## src/rtl/ahbl_pkg.sv

```systemverilog
// Shared AHB-Lite definitions for the 2:1 arbiter slice.
//   htrans_e : HTRANS encodings (IDLE, BUSY, NONSEQ, SEQ)
//   owner_e  : data-phase owner encoding (NONE, M0, M1)
package ahbl_pkg;

  typedef enum logic [1:0] {
    HTRANS_IDLE   = 2'b00,
    HTRANS_BUSY   = 2'b01,
    HTRANS_NONSEQ = 2'b10,
    HTRANS_SEQ    = 2'b11
  } htrans_e;

  typedef enum logic [1:0] {
    OWN_NONE = 2'b00,
    OWN_M0   = 2'b01,
    OWN_M1   = 2'b10
  } owner_e;

endpackage

```

## src/rtl/ahbl_aphase_buf.sv

```systemverilog
// One-entry address-phase holding buffer, one per master.
// Ports:
//   clk, rst_n      : clock, async active-low reset
//   capture         : load d_* and set valid (live request that lost arbitration)
//   clear           : drop the held entry (held entry was granted)
//   d_*             : live address-phase fields from the master
//   valid           : an entry is held
//   q_*             : held address-phase fields
// capture and clear are never asserted together: a master with a held entry
// sees hready=0, so it cannot present a live request at the same time.
module ahbl_aphase_buf #(
  parameter int W_ADDR = 32
) (
  input  logic              clk,
  input  logic              rst_n,
  input  logic              capture,
  input  logic              clear,
  input  logic [W_ADDR-1:0] d_haddr,
  input  logic              d_hwrite,
  input  logic [2:0]        d_hsize,
  input  logic [2:0]        d_hburst,
  input  logic [3:0]        d_hprot,
  input  logic              d_hmastlock,
  output logic              valid,
  output logic [W_ADDR-1:0] q_haddr,
  output logic              q_hwrite,
  output logic [2:0]        q_hsize,
  output logic [2:0]        q_hburst,
  output logic [3:0]        q_hprot,
  output logic              q_hmastlock
);

  always_ff @(posedge clk or negedge rst_n) begin
    if (!rst_n) begin
      valid       <= 1'b0;
      q_haddr     <= '0;
      q_hwrite    <= 1'b0;
      q_hsize     <= '0;
      q_hburst    <= '0;
      q_hprot     <= '0;
      q_hmastlock <= 1'b0;
    end else if (capture) begin
      valid       <= 1'b1;
      q_haddr     <= d_haddr;
      q_hwrite    <= d_hwrite;
      q_hsize     <= d_hsize;
      q_hburst    <= d_hburst;
      q_hprot     <= d_hprot;
      q_hmastlock <= d_hmastlock;
    end else if (clear) begin
      valid <= 1'b0;
    end
  end

endmodule

```

## src/rtl/ahbl_arbiter_2to1.sv

```systemverilog
// Two-master to one-slave AHB-Lite arbiter.
// Ports:
//   clk, rst_n                 : clock, async active-low reset
//   m0_*/m1_* h{addr,write,trans,size,burst,prot,mastlock,wdata} : master side in
//   m0_*/m1_* h{ready,resp,rdata} : master side out
//   s_* h{addr,write,trans,size,burst,prot,mastlock,wdata,ready} : slave side out
//   s_hready_resp, s_hresp, s_hrdata : slave response in
//   dbg_dph_owner              : current data-phase owner (owner_e)
// Handshake: an address phase of master i is accepted when mi_hready=1 and
// htrans is NONSEQ/SEQ at the rising edge; it is forwarded to the slave only
// in cycles where s_hready_resp=1. Anything accepted but not forwarded is held
// and the master is stalled (mi_hready=0) until the held entry is issued.
import ahbl_pkg::*;

module ahbl_arbiter_2to1 #(
  parameter int W_ADDR = 32,
  parameter int W_DATA = 32
) (
  input  logic              clk,
  input  logic              rst_n,
  input  logic [W_ADDR-1:0] m0_haddr,
  input  logic              m0_hwrite,
  input  logic [1:0]        m0_htrans,
  input  logic [2:0]        m0_hsize,
  input  logic [2:0]        m0_hburst,
  input  logic [3:0]        m0_hprot,
  input  logic              m0_hmastlock,
  input  logic [W_DATA-1:0] m0_hwdata,
  output logic              m0_hready,
  output logic              m0_hresp,
  output logic [W_DATA-1:0] m0_hrdata,
  input  logic [W_ADDR-1:0] m1_haddr,
  input  logic              m1_hwrite,
  input  logic [1:0]        m1_htrans,
  input  logic [2:0]        m1_hsize,
  input  logic [2:0]        m1_hburst,
  input  logic [3:0]        m1_hprot,
  input  logic              m1_hmastlock,
  input  logic [W_DATA-1:0] m1_hwdata,
  output logic              m1_hready,
  output logic              m1_hresp,
  output logic [W_DATA-1:0] m1_hrdata,
  output logic [W_ADDR-1:0] s_haddr,
  output logic              s_hwrite,
  output logic [1:0]        s_htrans,
  output logic [2:0]        s_hsize,
  output logic [2:0]        s_hburst,
  output logic [3:0]        s_hprot,
  output logic              s_hmastlock,
  output logic [W_DATA-1:0] s_hwdata,
  output logic              s_hready,
  input  logic              s_hready_resp,
  input  logic              s_hresp,
  input  logic [W_DATA-1:0] s_hrdata,
  output logic [1:0]        dbg_dph_owner
);

  owner_e dph_owner, dph_owner_nxt;
  logic   rr_m1;        // 1: contention goes to M1
  logic   lock_active;
  logic   lock_m1;      // which master holds the lock
  logic   live0, live1, cand0, cand1, gnt0, gnt1, arb_en;

  logic              held0, held1;
  logic [W_ADDR-1:0] b0_haddr, b1_haddr;
  logic              b0_hwrite, b1_hwrite, b0_hmastlock, b1_hmastlock;
  logic [2:0]        b0_hsize, b1_hsize, b0_hburst, b1_hburst;
  logic [3:0]        b0_hprot, b1_hprot;

  ahbl_aphase_buf #(.W_ADDR(W_ADDR)) u_buf0 (
    .clk(clk), .rst_n(rst_n), .capture(live0 & ~gnt0), .clear(held0 & gnt0),
    .d_haddr(m0_haddr), .d_hwrite(m0_hwrite), .d_hsize(m0_hsize),
    .d_hburst(m0_hburst), .d_hprot(m0_hprot), .d_hmastlock(m0_hmastlock),
    .valid(held0), .q_haddr(b0_haddr), .q_hwrite(b0_hwrite), .q_hsize(b0_hsize),
    .q_hburst(b0_hburst), .q_hprot(b0_hprot), .q_hmastlock(b0_hmastlock)
  );

  ahbl_aphase_buf #(.W_ADDR(W_ADDR)) u_buf1 (
    .clk(clk), .rst_n(rst_n), .capture(live1 & ~gnt1), .clear(held1 & gnt1),
    .d_haddr(m1_haddr), .d_hwrite(m1_hwrite), .d_hsize(m1_hsize),
    .d_hburst(m1_hburst), .d_hprot(m1_hprot), .d_hmastlock(m1_hmastlock),
    .valid(held1), .q_haddr(b1_haddr), .q_hwrite(b1_hwrite), .q_hsize(b1_hsize),
    .q_hburst(b1_hburst), .q_hprot(b1_hprot), .q_hmastlock(b1_hmastlock)
  );

  // Master-side ready depends only on registered state and s_hready_resp,
  // so the live-request terms below form no combinational loop.
  always_comb begin
    m0_hready = 1'b1;
    m1_hready = 1'b1;
    if (held0)                   m0_hready = 1'b0;
    else if (dph_owner == OWN_M0) m0_hready = s_hready_resp;
    if (held1)                   m1_hready = 1'b0;
    else if (dph_owner == OWN_M1) m1_hready = s_hready_resp;
  end

  assign live0 = m0_hready && ((m0_htrans == HTRANS_NONSEQ) || (m0_htrans == HTRANS_SEQ));
  assign live1 = m1_hready && ((m1_htrans == HTRANS_NONSEQ) || (m1_htrans == HTRANS_SEQ));
  assign cand0 = held0 | live0;
  assign cand1 = held1 | live1;
  // Gating with rst_n keeps the slave bus idle while reset is asserted.
  assign arb_en = s_hready_resp & rst_n;

  always_comb begin
    gnt0 = 1'b0;
    gnt1 = 1'b0;
    if (arb_en) begin
      if (lock_active) begin
        if (lock_m1) gnt1 = cand1;
        else         gnt0 = cand0;
      end else if (cand0 && cand1) begin
        if (rr_m1) gnt1 = 1'b1;
        else       gnt0 = 1'b1;
      end else begin
        gnt0 = cand0;
        gnt1 = cand1;
      end
    end
  end

  // Every grant goes out as NONSEQ: transfers of the two masters may
  // interleave, so a master's SEQ is not sequential from the slave's view.
  always_comb begin
    s_haddr     = '0;
    s_hwrite    = 1'b0;
    s_htrans    = HTRANS_IDLE;
    s_hsize     = '0;
    s_hburst    = '0;
    s_hprot     = '0;
    s_hmastlock = 1'b0;
    if (gnt0) begin
      s_htrans    = HTRANS_NONSEQ;
      s_haddr     = held0 ? b0_haddr     : m0_haddr;
      s_hwrite    = held0 ? b0_hwrite    : m0_hwrite;
      s_hsize     = held0 ? b0_hsize     : m0_hsize;
      s_hburst    = held0 ? b0_hburst    : m0_hburst;
      s_hprot     = held0 ? b0_hprot     : m0_hprot;
      s_hmastlock = held0 ? b0_hmastlock : m0_hmastlock;
    end else if (gnt1) begin
      s_htrans    = HTRANS_NONSEQ;
      s_haddr     = held1 ? b1_haddr     : m1_haddr;
      s_hwrite    = held1 ? b1_hwrite    : m1_hwrite;
      s_hsize     = held1 ? b1_hsize     : m1_hsize;
      s_hburst    = held1 ? b1_hburst    : m1_hburst;
      s_hprot     = held1 ? b1_hprot     : m1_hprot;
      s_hmastlock = held1 ? b1_hmastlock : m1_hmastlock;
    end
  end

  always_comb begin
    dph_owner_nxt = dph_owner;
    if (s_hready_resp) begin
      if (gnt0)      dph_owner_nxt = OWN_M0;
      else if (gnt1) dph_owner_nxt = OWN_M1;
      else           dph_owner_nxt = OWN_NONE;
    end
  end

  always_ff @(posedge clk or negedge rst_n) begin
    if (!rst_n) begin
      dph_owner   <= OWN_NONE;
      rr_m1       <= 1'b0;
      lock_active <= 1'b0;
      lock_m1     <= 1'b0;
    end else begin
      dph_owner <= dph_owner_nxt;
      if (gnt0 || gnt1) begin
        rr_m1       <= gnt0;         // favour the master not just granted
        lock_active <= s_hmastlock;  // a lock=0 grant releases the lock
        lock_m1     <= gnt1;
      end
    end
  end

  always_comb begin
    case (dph_owner)
      OWN_M0:  s_hwdata = m0_hwdata;
      OWN_M1:  s_hwdata = m1_hwdata;
      default: s_hwdata = '0;
    endcase
  end

  assign m0_hresp      = (dph_owner == OWN_M0) ? s_hresp : 1'b0;
  assign m1_hresp      = (dph_owner == OWN_M1) ? s_hresp : 1'b0;
  assign m0_hrdata     = s_hrdata;
  assign m1_hrdata     = s_hrdata;
  assign s_hready      = s_hready_resp;
  assign dbg_dph_owner = dph_owner;

endmodule

```

## config.mk

```make
export PLATFORM = sky130hd
export DESIGN_NAME = ahbl_arbiter_2to1
export DESIGN_NICKNAME = d
export VERILOG_FILES = /design/src/rtl/ahbl_pkg.sv /design/src/rtl/ahbl_aphase_buf.sv /design/src/rtl/ahbl_arbiter_2to1.sv
export SDC_FILE = /design/constraint.sdc
export NUM_CORES = 1
export LEC_CHECK = 0
export ABC_AREA = 1
export CAP_MARGIN = 20
export CORE_AREA = 4 4 131 133
export CTS_BUF_LIST = sky130_fd_sc_hd__clkbuf_16
export DETAILED_ROUTE_END_ITERATION = 7
export DIE_AREA = 0 0 135 137
export HOLD_SLACK_MARGIN = 0.1
export MAX_ROUTING_LAYER = met4
export PLACE_DENSITY = 0.82
export SLEW_MARGIN = 0
export SYNTH_ARGS = -nofsm -noshare
export SYNTH_HDL_FRONTEND = slang
export SYNTH_SLANG_ARGS = --single-unit
```

## constraint.sdc

```tcl
create_clock -name clk -period 3.5 [get_ports clk]
set_clock_uncertainty 0.1 [all_clocks]
set_input_delay 0.7 -clock clk [delete_from_list [all_inputs] [get_ports clk]]
set_output_delay 0.7 -clock clk [all_outputs]
set_load 0.005 [all_outputs]
```

Word level (Yosys, flattened, before mapping)
Cells that the tools add are included.

storage, ports and cells
  input port bits = 192
  bits in registers = 95
  output and inout bits = 149
  word-level logic and storage cells = 89

operators by class
  reduce and logical (&&, ||, !) cells = 8
  equality and inequality tests = 6
  bitwise gates (word level) = 9
  muxes and demuxes = 48

operator list
  cell                                           count
  2-to-1 mux 32 bit                              4
  case mux 32 bit (2 select lines)               1
  2-to-1 mux 1 bit                               28
  2-to-1 mux 3 bit                               8
  2-to-1 mux 4 bit                               4
  == test 2 bit, second input constant           5
  2-to-1 mux 2 bit                               3
  bitwise AND 1 bit                              5
  nonzero test 2 bit                             2
  logical AND 1 bit                              3
  logical OR 1 bit                               3
  == test 2 x 1 -> 1 bit, second input constant  1
  NOT 1 bit                                      2
  bitwise OR 1 bit                               2

Logic depth before layout (Yosys ltp)
  depth in word-level cells = 12
  mapped depth = 14
  gate-level depth less buffers = 12

Modules after synthesis
Synthesis repeated with hierarchy kept, for this count alone.

second synthesis, totals
  cells, all modules = 1032
  area total of the unflattened synthesis = 6446.2 µm²

modules (own cells, without submodules)
  module             instances  area each (µm²)  seq. area each (µm²)  cells an instance
  ahbl_aphase_buf    2          1727.9           1126.1                190
  ahbl_arbiter_2to1  1          2990.4           125.1                 652

Worst setup path before layout
OpenSTA, ideal clock, no wires.

  kind = flip-flop to output port
  start = register dph_owner[0] (netlist: dbg_dph_owner[0])
  end = output s_haddr[0]
  data arrival time = 1691 ps
  cell stages (with the launch flop) = 15
  buffers on the path = 2
  setup slack = 1009 ps
  required time = 2700 ps
  path through = dfrtp_1 > inv_1 > ha_1 > buf_2 > inv_2 > nor2_4 > o21bai_4 > nand2_1 > nand2_1 > nand2_2 > nand3_4 > inv_2 > buf_6 > nand2_1 > nand2_1

between the ends
  word-level cells in the longest chain between the ends = 11
  elaborated cells between the ends (all ways) = 21
  those cells by class = 2 x eq/ne; 14 x mux; 2 x bitwise; 3 x reduce/logical

RTL lines
  item                                                     RTL line                                           RTL
  from (decl)                                              ahbl_arbiter_2to1.sv:58                            owner_e dph_owner, dph_owner_nxt;
  from (signal assigned)                                   ahbl_arbiter_2to1.sv:166                           dph_owner <= dph_owner_nxt;
  == test 2 x 1 -> 1 bit or == test 2 bit (tied branches)  ahbl_arbiter_2to1.sv:92, ahbl_arbiter_2to1.sv:94
  2-to-1 mux 1 bit, on equally long branches               ahbl_arbiter_2to1.sv:92, ahbl_arbiter_2to1.sv:94
  2-to-1 mux 1 bit, on equally long branches               ahbl_arbiter_2to1.sv:91, ahbl_arbiter_2to1.sv:93
  logical AND 1 bit, on equally long branches              ahbl_arbiter_2to1.sv:97, ahbl_arbiter_2to1.sv:98
  bitwise OR 1 bit, on equally long branches               ahbl_arbiter_2to1.sv:99, ahbl_arbiter_2to1.sv:100
  logical AND 1 bit                                        ahbl_arbiter_2to1.sv:111                           end else if (cand0 && cand1) begin
  2-to-1 mux 1 bit                                         ahbl_arbiter_2to1.sv:111
  2-to-1 mux 1 bit                                         ahbl_arbiter_2to1.sv:108                           if (lock_active) begin
  2-to-1 mux 1 bit                                         ahbl_arbiter_2to1.sv:107                           if (arb_en) begin
  2-to-1 mux 32 bit                                        ahbl_arbiter_2to1.sv:139                           end else if (gnt1) begin
  2-to-1 mux 32 bit *                                      ahbl_arbiter_2to1.sv:131                           if (gnt0) begin
  to (decl)                                                ahbl_arbiter_2to1.sv:43                            output logic [W_ADDR-1:0] s_haddr,

Every way passes the cells marked *; elsewhere a longest branch is shown, timed or not.

Final worst setup path
  start = input m0_htrans[1]
  end = output s_hmastlock

between the ends
  word-level cells in the longest chain between the ends = 10
  elaborated cells between the ends (all ways) = 15
  those cells by class = 2 x eq/ne; 9 x mux; 1 x bitwise; 3 x reduce/logical

RTL lines
  item                 RTL line                  RTL
  from (decl)          ahbl_arbiter_2to1.sv:23   input logic [1:0] m0_htrans,
  == test 2 bit        ahbl_arbiter_2to1.sv:97   assign live0 = m0_hready && ((m0_htrans == HTRANS_NONSEQ) || (m0_htrans == HTRANS_SEQ));
  logical OR 1 bit *   ahbl_arbiter_2to1.sv:97
  logical AND 1 bit *  ahbl_arbiter_2to1.sv:97
  bitwise OR 1 bit *   ahbl_arbiter_2to1.sv:99   assign cand0 = held0 | live0;
  logical AND 1 bit    ahbl_arbiter_2to1.sv:111
  2-to-1 mux 1 bit     ahbl_arbiter_2to1.sv:111
  2-to-1 mux 1 bit     ahbl_arbiter_2to1.sv:108
  2-to-1 mux 1 bit     ahbl_arbiter_2to1.sv:107
  2-to-1 mux 1 bit     ahbl_arbiter_2to1.sv:139
  2-to-1 mux 1 bit *   ahbl_arbiter_2to1.sv:131
  to (decl)            ahbl_arbiter_2to1.sv:49   output logic s_hmastlock,

Marks and branches as above.

==> impl_metrics.yaml <==
die:
  start_util: 0.406
  dieArea_mm2: 0.0185
  core_area_mm2: 0.0158
  dieHeight_um: 137
  num_rows: 46
  die_x_um: 135
  design.portCount: 341
timing:
  drv_slew: 0
  max_freq_mhz: 294
  rsz0062_at_grt: "true"
  finalSetupViolations: 0
  fin_crit_sh: 0.972
  hold_viol_final: 0
  hold_ws_ns: 0.371
  finalSetupTns_ns: 0
  finalCriticalPeriod_ns: 3.40
  worst_slew_pin_slew_ns: 0.708
  relSlewSlack: 0.525
global_route:
  grt.busiest_layer: "met2"
  grtUsageMet3: 0.0460
  grt_pass1_vias: 6357
  grt.met2_usage: 0.372
  antenna_found_initial: 0
  grt_max_degree: 91
  grt_overflow: 0
  grt_use_met1: 0.277
  grt_pass1_wl_um: 32300
  track_usage: 0.226
route:
  wl_per_cell_um: 15.5
  viasPerCell: 4.82
  route.vias.total: 6561
  wirelength_um: 21100
  postRouteAntennaNets: 0
  drt_iter0_drc: 465
  drtPass1Iterations: 5
  route.detailed.drc: 0
cells_and_area:
  regArea_mm2: 0.00238
  multi_input_area_mm2: 0.00303
  layout-drive-gt1-share: 0.0707
  antenna_cells: 0
  area_growth_pct: 39.8
  fillers: 1467
  fin_cells: 1362
  fin_nets: 1335
clock_network:
  clock_latency_ns: 0.35
  clock-root-buffer: "clkbuf_16"
  holdBufCountCts: 0
  numClockSinks: 95
  tritoncts: "done"
  numCtsBuffers: 9
  cts_max_level: 3
  clock_path_buffers: 2
  cts.clk_slew.worst_paths_ns: 0.06
setup_path:
  crit_cells: 11
  cp_top_family: "buffers and inverters"
  required_ns: 2.70
  crit_path_max_incr_delay_ns: 0.51
  crit_buf_inv: 5
  cp-end-kind: "primary output"
  crit_arrival_ns: 2.60
  crit_end: "s_hmastlock"
  timing.rr.end: "u_buf1.q_haddr[29]"
  critPathMostFrequentCell: "nand2_1"
  reg2reg_depth: 12
  startpoint: "m0_htrans[1]"
  critPathSlowestCell: "clkdlybuf4s50_1"
  crit_path_start_kind: "primary input"
  cp_cell_sequence: "clkdlybuf4s50_1, inv_1, o21ai_2, nand2_1, nor2_2, nand2_4, inv_4, buf_12, nand2_1, nand2_1, clkdlybuf4s50_1"
  r2r_setup_slack_ns: 1.06
  r2r-start: "dbg_dph_owner[1]"
  critPathKind: "in2out"
  path_max_fanout: 18
yosys:
  syn_inst: 984
  synth_edf_count: 0
  synth_seq_area_share: 0.370
  yosys_register_bits: 95
  synth_warnings: 0
  syn-cell-area_mm2: 0.00643
  synth_cell_types: 28
  syn-num-nets: 1178
  async_reset_ff_frac: 1.00
  synth_area_per_cell_um2: 6.53
  synth_flop_cell: "dfrtp_1"
placement:
  gp_congestion: 0.845
  numPortBuffers: 241
  dp.cells: 1343
  hpwl_um: 14500
power_and_ir_drop:
  ir_drop_mv: 0.354
  finalPower_mw: 6.29
  p_leak_nw: 4.43
  powerDensity_mw_per_mm2: 700
hold_path:
  hold_path.class: "reg2reg"
flow_run:
  max_cap_viol_count: 0
outcome:
  status: "finished, final reports clean"
## Yosys cell counts (4+ instances only)
library cell	count	area, um^2
a21oi_1	33	165
buf_2	20	100
buf_4	68	510
buf_6	5	56.3
clkbuf_1	29	109
dfrtp_1	95	2380
inv_1	54	203
inv_2	5	18.8
nand2_1	507	1900
nand2_2	6	37.5
nand2_4	4	45.0
nand3_1	45	225
o21ai_0	84	420
o21ai_2	11	96.3
## cell families after synthesis
kind of cell / share of synthesized area
simple gates: 0.357
fa+ha+maj: 0.00389
buf+inv: 0.160
other cells: 0.000583
compound gates: 0.109
flops: 0.370
## power by group
part           internal, mW  switching (mW)
registers              1.61           0.277
clock network         0.623           0.441
logic                  1.47            1.87
total                  3.70            2.59
## final cells by class
cell class	instances	area share
Clock buffer	9	0.0251
Clock inverter	7	0.00989
Inverter	60	0.0256
Multi-Input combinational cell	704	0.337
Sequential cell	95	0.265
Tap cell	216	0.0301
Timing Repair Buffer	271	0.307
## through the flow
| stage | instance area, um^2 | util | worst slack [ns] |
|---|---|---|---|
| after global routing | 8980 | 0.568 | -0.000946 |
| after CTS | 8920 | 0.563 | 0.0473 |
| after floorplan | 6430 | - | 1.01 |
| after detailed placement | 8600 | 0.544 | -0.101 |
| after global placement | 8600 | 0.544 | -0.0871 |
| final | 8980 | 0.568 | 0.0988 |
## cells in the final DEF (no fill, tap or decap), types with 2 or more instances in the layout
master             n
nor2_2             2
clkdlybuf4s50_1  237
inv_2              4
nand2_4            4
dfrtp_2            2
nor2_1             2
buf_4             22
nand2_1          507
ha_1               2
nand2_2            6
a21oi_1           33
inv_4              2
nand3_1           45
o21ai_0           84
o21ai_2           11
buf_12             7
inv_1             55
dfrtp_1           93
clkbuf_16         11
dlymetal6s2s_1     2
bufinv_16          2
## routing by layer
layer  share of wire  wire length, um  up-vias
met3           0.063             1320       54
met5               0                0        -
li1                -                -     3276
met1            0.42             8930     3009
met4           0.031              656        0
met2            0.48            10200      222
## flip-flops by register name, indices dropped and copies added (netlist names)
name                flops
dbg_dph_owner           2
lock_active             1
lock_m1                 1
rr_m1                   1
u_buf0.q_haddr         32
u_buf0.q_hburst         3
u_buf0.q_hmastlock      1
u_buf0.q_hprot          4
u_buf0.q_hsize          3
u_buf0.q_hwrite         1
u_buf0.valid            1
u_buf1.q_haddr         32
u_buf1.q_hburst         3
u_buf1.q_hmastlock      1
u_buf1.q_hprot          4
u_buf1.q_hsize          3
u_buf1.q_hwrite         1
u_buf1.valid            1
## how the worst min path moves through the flow
| stage | startpoint | to | slack [ns] | cells past startpoint |
|---|---|---|---|---|
| 2_1_floorplan | rst_n | dbg_dph_owner[0] | 0.30 | 0 |
| 3_3_place_gp | u_buf1.q_haddr[5] | u_buf1.q_haddr[5] | 0.35 | 2 |
| 3_5_place_dp | u_buf1.q_hprot[1] | u_buf1.q_hprot[1] | 0.36 | 2 |
| 4_1_cts | u_buf1.q_hprot[1] | u_buf1.q_hprot[1] | 0.37 | 2 |
| 5_1_grt | u_buf1.q_haddr[11] | u_buf1.q_haddr[11] | 0.39 | 2 |
| 6_report | u_buf1.q_hsize[2] | u_buf1.q_hsize[2] | 0.37 | 2 |
## tightest hold or removal path, delay by kind of cell, from the launching register on
| kind | cells | cell delay (ns) |
|---|---|---|
| simple gates | 2 | 0.10 |
| flops | 1 | 0.34 |
## repair_timing
| action | in CTS | in global routing |
|---|---|---|
| cloned | 0 | 2 |
| gates resized for setup | 1 | 5 |
| buffers inserted | 0 | 1 |
| pin swaps | 0 | 1 |
| setup endpoints to repair | 44 | 29 |
No activity file was read; power rests on OpenSTA's default activity.
==> RTL change 1, RTL diff (config.mk and constraints unchanged) <==
Put one more register stage on the output `dbg_dph_owner`. The value now appears one clock later. The other outputs are not delayed to match.
--- a/src/rtl/ahbl_arbiter_2to1.sv
+++ b/src/rtl/ahbl_arbiter_2to1.sv
@@ -186,5 +186,7 @@
   assign m1_hrdata     = s_hrdata;
   assign s_hready      = s_hready_resp;
-  assign dbg_dph_owner = dph_owner;
+  always_ff @(posedge clk) begin
+    dbg_dph_owner <= dph_owner;
+  end
 
 endmodule
Check against the original RTL: not equivalent (a bounded check fails within 4 cycles, from zero or initial values and one cycle with rst_n low).
==> RTL change 1 against the unedited design <==
Worst setup slack worse by 0.0011 ns. Largest cell class unchanged. Non-clock buffer count shrank 1. Area after synthesis grew 0.58%. Total power fell by 1.7%. Design area is 0.11% higher. Critical endpoint is now s_hprot[1]. Routed wire length down 2.9%. Sequential power is 2% higher. Clock power shrank 9%. Sequential share of layout area up 0.42 points. Sequential cell count is 2 higher. First-iteration DRC count decreased by 7.5%. Via count decreased by 1.1%. Critical path type unchanged.
==> RTL change 1: results (changes against the unedited design) <==
======================================================================
Outcome                                                   finished, final reports clean
Max VDD drop                                                    345 uV   -2.5%
Global-route wire length before repair                         31.4 mm   -2.8%
Detailed-route wire length per cell                            15.0 um   -2.9%
Top cells by count, synth                                 sky130_fd_sc_hd__nand2_1 (507), sky130_fd_sc_hd__dfrtp_1 (95), sky130_fd_sc_hd__o21ai_0 (84)
Power in combinational cells                                   3.29 mW   -1%
Leakage power figure                                           4.44 nW   about the same
Worst slack, placed                                          -0.157 ns   -0.0561 ns
Proportion of cell area occupied by multi-input gates            33.7%   -0.038 points
Max Fanout on Critical Path                                         13   -5
Hold_sp                                                   dph_owner[1]$_DFFE_PN0P_
Sequential cell area                                          2420 um2   +1.7%
Vias in the first global route                                   6,146   -3.3%
Fill cell count                                                  1,475   +0.55%
Routing usage on met2                                            35.8%   -1.4 points
Endpoint of the lowest-slack register-to-register path    u_buf0.q_haddr[17]$_DFFE_PN0P_
Via density                                                       4.77   -1.1%
Largest cells by area after synthesis                     sky130_fd_sc_hd__dfrtp_1 (37%), sky130_fd_sc_hd__nand2_1 (29%), sky130_fd_sc_hd__buf_4 (7.8%)
Share of post-route cells with drive strength above 1            6.89%   -0.17 points
Met2 WL                                                        9.93 mm   -2.6%
Minimum setup slack among reg-to-reg paths                     1.10 ns   +0.04 ns
Worst-case clock buffer depth                                        2   unchanged
Met1 usage                                                       27.2%   -0.48 points
Async set-reset flop share out of synthesis                      97.9%   -2.1 points
Data-path buffer share of cell area in the final layout          30.6%   -0.10 points
Max_slew headroom                                                33.3%   -19 points
Hold slack final                                              0.315 ns   -0.0559 ns
Design internal power                                          3.63 mW   -1.8%
Clock-cell share                                                 3.09%   -0.41 points
Instance area at placement                                    8620 um2   +0.23%
Worst Path Arrival                                             2.60 ns   about the same
Power density normalized to cell area                       687 nW/um2   -1.8%
Count of state elements after synthesis                             97   +2.1%
Synthesized Nets                                                 1,180   +0.17%
Met3 routed wirelength                                         1.24 mm   -6.0%
Detail Placement HPWL                                          14.3 mm   -1.1%
Library cells used by synthesis                                     29   +3.6%
Number of cells traversed by the worst hold path                     0   -2
Mean cell area of the mapped netlist                          6.56 um2   +0.38%
Layout buffer count excluding clock buffers                        270   -0.37%
Power dissipated in sequential cells                           1.93 mW   +2%
GR Layer Usage met3                                              5.26%   +0.66 points
Global routing usage summed across all routing layers            21.9%   -0.68 points
Register area share after synthesis                              37.4%   +0.40 points
Critical Path Max Stage Delay                                  0.54 ns   +0.03 ns
First-iteration detailed-routing DRC count                         430   -7.5%
Post-route insts no fill                                         1,362   unchanged
Post-Route M1 WL                                               8.93 mm   about the same
Endpoint with the worst hold slack                        dbg_dph_owner[1]$_DFF_P_
Count of mapped cells out of synthesis                             986   +0.20%
Antenna diode count                                                  0   unchanged
Layout Nets                                                      1,336   +0.075%
Launching point of the worst reg2reg path                 dph_owner[1]$_DFFE_PN0P_
Final Wtd Congestion                                             0.786   -6.9%
======================================================================
-- RTL change 1: worst max-delay path by stage --
stage / depth (start not counted) / end / from / slack (ns)
floorplan: 14 / s_haddr[0] / dph_owner[0]$_DFFE_PN0P_ / 1.03
global placement: 13 / s_hprot[3] / s_hready_resp / -0.13
detailed placement: 13 / s_hburst[1] / s_hready_resp / -0.16
CTS: 11 / s_haddr[23] / m0_htrans[1] / 0.02
global route: 11 / s_haddr[29] / m0_htrans[1] / 0.003
finish: 11 / s_hprot[1] / m0_htrans[1] / 0.1
-- RTL change 1: kinds of logic after synthesis --
group	after synthesis	share of synthesized area, %
flops	97	37.4
other cells	1	0.0580
fa+ha+maj	2	0.387
buf+inv	185	15.9
compound gates	129	10.8
simple gates	572	35.5
-- RTL change 1: timing repair --
item,CTS,global route
resized for setup,1,10
hold endpoints to repair,0,0
gates cloned,0,3
buffers inserted,0,0
endpoints found under the setup margin,44,41
hold buffers,0,0
==> RTL change 2, RTL diff (same flow settings) <==
Without the edit above. `W_ADDR` is set to 32 in 2 places; all go to 36.
--- a/src/rtl/ahbl_aphase_buf.sv
+++ b/src/rtl/ahbl_aphase_buf.sv
@@ -10,5 +10,5 @@
 // sees hready=0, so it cannot present a live request at the same time.
 module ahbl_aphase_buf #(
-  parameter int W_ADDR = 32
+  parameter int W_ADDR = 36
 ) (
   input  logic              clk,
--- a/src/rtl/ahbl_arbiter_2to1.sv
+++ b/src/rtl/ahbl_arbiter_2to1.sv
@@ -14,5 +14,5 @@
 
 module ahbl_arbiter_2to1 #(
-  parameter int W_ADDR = 32,
+  parameter int W_ADDR = 36,
   parameter int W_DATA = 32
 ) (
Ports: changed (resized m0_haddr, m1_haddr and s_haddr); port bits go from 341 to 353. No check against the original RTL was run, so the function may have changed too.
==> RTL change 2 against the unedited design <==
Worst setup slack worse by 0.0050 ns. Area after synthesis is 6.0% higher. Highest routed layer unchanged. Cell count is 5.7% higher. Largest power group unchanged. Core utilization is 2.8 points higher. Design area is 4.9% higher. Total power is 3.0% higher. Global-route usage is 0.40 points higher. Routed wire length is 0.55% higher. Combinational power is 2% higher. Sequential cell count is 8 higher.
==> RTL change 2: results (changes against the unedited design) <==
=====================================================================
Mean cell area of the mapped netlist                         6.45 um2   -1.3%
Post-Route M1 WL                                              9.11 mm   +2.0%
Global-route wire length before repair                        33.1 mm   +2.5%
Max VDD drop                                                   296 uV   -17%
Largest cells by area after synthesis                    sky130_fd_sc_hd__dfrtp_1 (38%), sky130_fd_sc_hd__nand2_1 (30%), sky130_fd_sc_hd__buf_4 (8.0%)
Top cells by count, synth                                sky130_fd_sc_hd__nand2_1 (552), sky130_fd_sc_hd__dfrtp_1 (103), sky130_fd_sc_hd__o21ai_0 (100)
Layout Nets                                                     1,420   +6.4%
Routing usage on met2                                           36.9%   -0.36 points
Endpoint of the lowest-slack register-to-register path   u_buf0.q_haddr[21]$_DFFE_PN0P_
Max Fanout on Critical Path                                        21   +3
Tightest Pin Transition                                      0.756 ns   +0.0479 ns
Worst Path Arrival                                            2.61 ns   about the same
Hold_sp                                                  u_buf1.q_haddr[5]$_DFFE_PN0P_
First-iteration detailed-routing DRC count                        356   -23%
Met3 routed wirelength                                        1.54 mm   +17%
Detailed-route wire length per cell                           14.7 um   -4.8%
Library cells used by synthesis                                    27   -3.6%
Global routing usage summed across all routing layers           23.0%   +0.40 points
Net switching power figure                                    2.67 mW   +3.2%
Total number of vias                                            6,995   +6.6%
Met2 WL                                                       10.1 mm   -1.2%
Minimum setup slack among reg-to-reg paths                    1.14 ns   +0.08 ns
Total routed wirelength                                       21.2 mm   +0.55%
Share of post-route cells with drive strength above 1           5.23%   -1.8 points
GR Layer Usage met3                                             4.85%   +0.26 points
Largest registers                                        u_buf0.q_haddr x36, u_buf1.q_haddr x36
Vias in the first global route                                  6,455   +1.5%
Leakage power figure                                          4.69 nW   +5.7%
Outcome                                                  finished, final reports clean
Detail Placement HPWL                                         15.2 mm   +4.7%
Worst slack, placed                                         -0.125 ns   -0.0238 ns
Synthesized Nets                                                1,259   +6.9%
=====================================================================
-- RTL change 2: cell types whose count changed after synthesis, moves of 5 or more --
cell / delta
sky130_fd_sc_hd__nand2_1: +45
sky130_fd_sc_hd__o21ai_0: +16
sky130_fd_sc_hd__o21ai_2: -10
sky130_fd_sc_hd__dfrtp_1: +8
sky130_fd_sc_hd__inv_1: +7
sky130_fd_sc_hd__buf_4: +5
-- RTL change 2: repair_timing --
action | CTS | global route
setup buffers | 0 | 1
gates cloned | 0 | 1
gates resized for setup | 1 | 6
setup endpoints to repair | 48 | 47
pin swaps | 0 | 1
-- RTL change 2: worst max path at each step --
stage | from | slack [ns] | depth (start not counted) | endpoint
final | m1_htrans[1] | 0.09 | 10 | s_haddr[5]
after floorplan | dbg_dph_owner[0]$_DFFE_PN0P_ | 0.99 | 15 | s_haddr[15]
after detailed placement | s_hready_resp | -0.12 | 11 | s_haddr[8]
after CTS | m0_htrans[1] | 0.05 | 11 | s_haddr[8]
after global placement | s_hready_resp | -0.10 | 11 | s_haddr[16]
after global routing | m0_htrans[1] | -0.01 | 11 | s_hprot[0]
-- RTL change 2: metrics by stage --
step,cell area (um2),util [%]
finish,9430,59.6
floorplan,6810,-
detailed placement,9090,57.4
CTS,9380,59.3
global route,9430,59.6
global placement,9090,57.4
-- RTL change 2: layout make-up --
| class | count | area (um2) |
|---|---|---|
| Tap cell | 216 | 270 |
| Sequential cell | 103 | 2580 |
| Multi-Input combinational cell | 755 | 3160 |
| Clock inverter | 7 | 71.3 |
| Clock buffer | 9 | 225 |
| Inverter | 65 | 249 |
| Timing Repair Buffer | 284 | 2880 |
| Fill cell | 1445 | 6400 |
-- RTL change 2: critical path, cell delays in order --
cell	delay, ns
sky130_fd_sc_hd__clkdlybuf4s50_1	0.45
sky130_fd_sc_hd__inv_1	0.09
sky130_fd_sc_hd__o21bai_4	0.17
sky130_fd_sc_hd__buf_4	0.13
sky130_fd_sc_hd__nand3_2	0.08
sky130_fd_sc_hd__inv_2	0.13
sky130_fd_sc_hd__buf_12	0.17
sky130_fd_sc_hd__nand2_1	0.06
sky130_fd_sc_hd__nand2_1	0.06
sky130_fd_sc_hd__clkdlybuf4s50_1	0.56
-- RTL change 2: cell families (layout without fill, tap and decap cells) --
family	after synthesis	after routing	synth area share, %
and+or+nand+nor	614	614	35.4
buffers and inverters	199	365	16.0
AOI/OAI and AO/OA	138	138	10.4
DFF	103	103	37.8
adders and majority gates	2	2	0.367
other	1	1	0.0550
-- RTL change 2: power groups by stage --
stage	Sequential [mW]	Combinational (mW)	Clock (mW)
global placement	2.04	3.33	0
detailed placement	2.07	3.40	0
CTS	2.05	3.42	1.05
finish	2.05	3.40	1.02
floorplan	1.98	2.11	0
global route	2.12	3.84	1.09
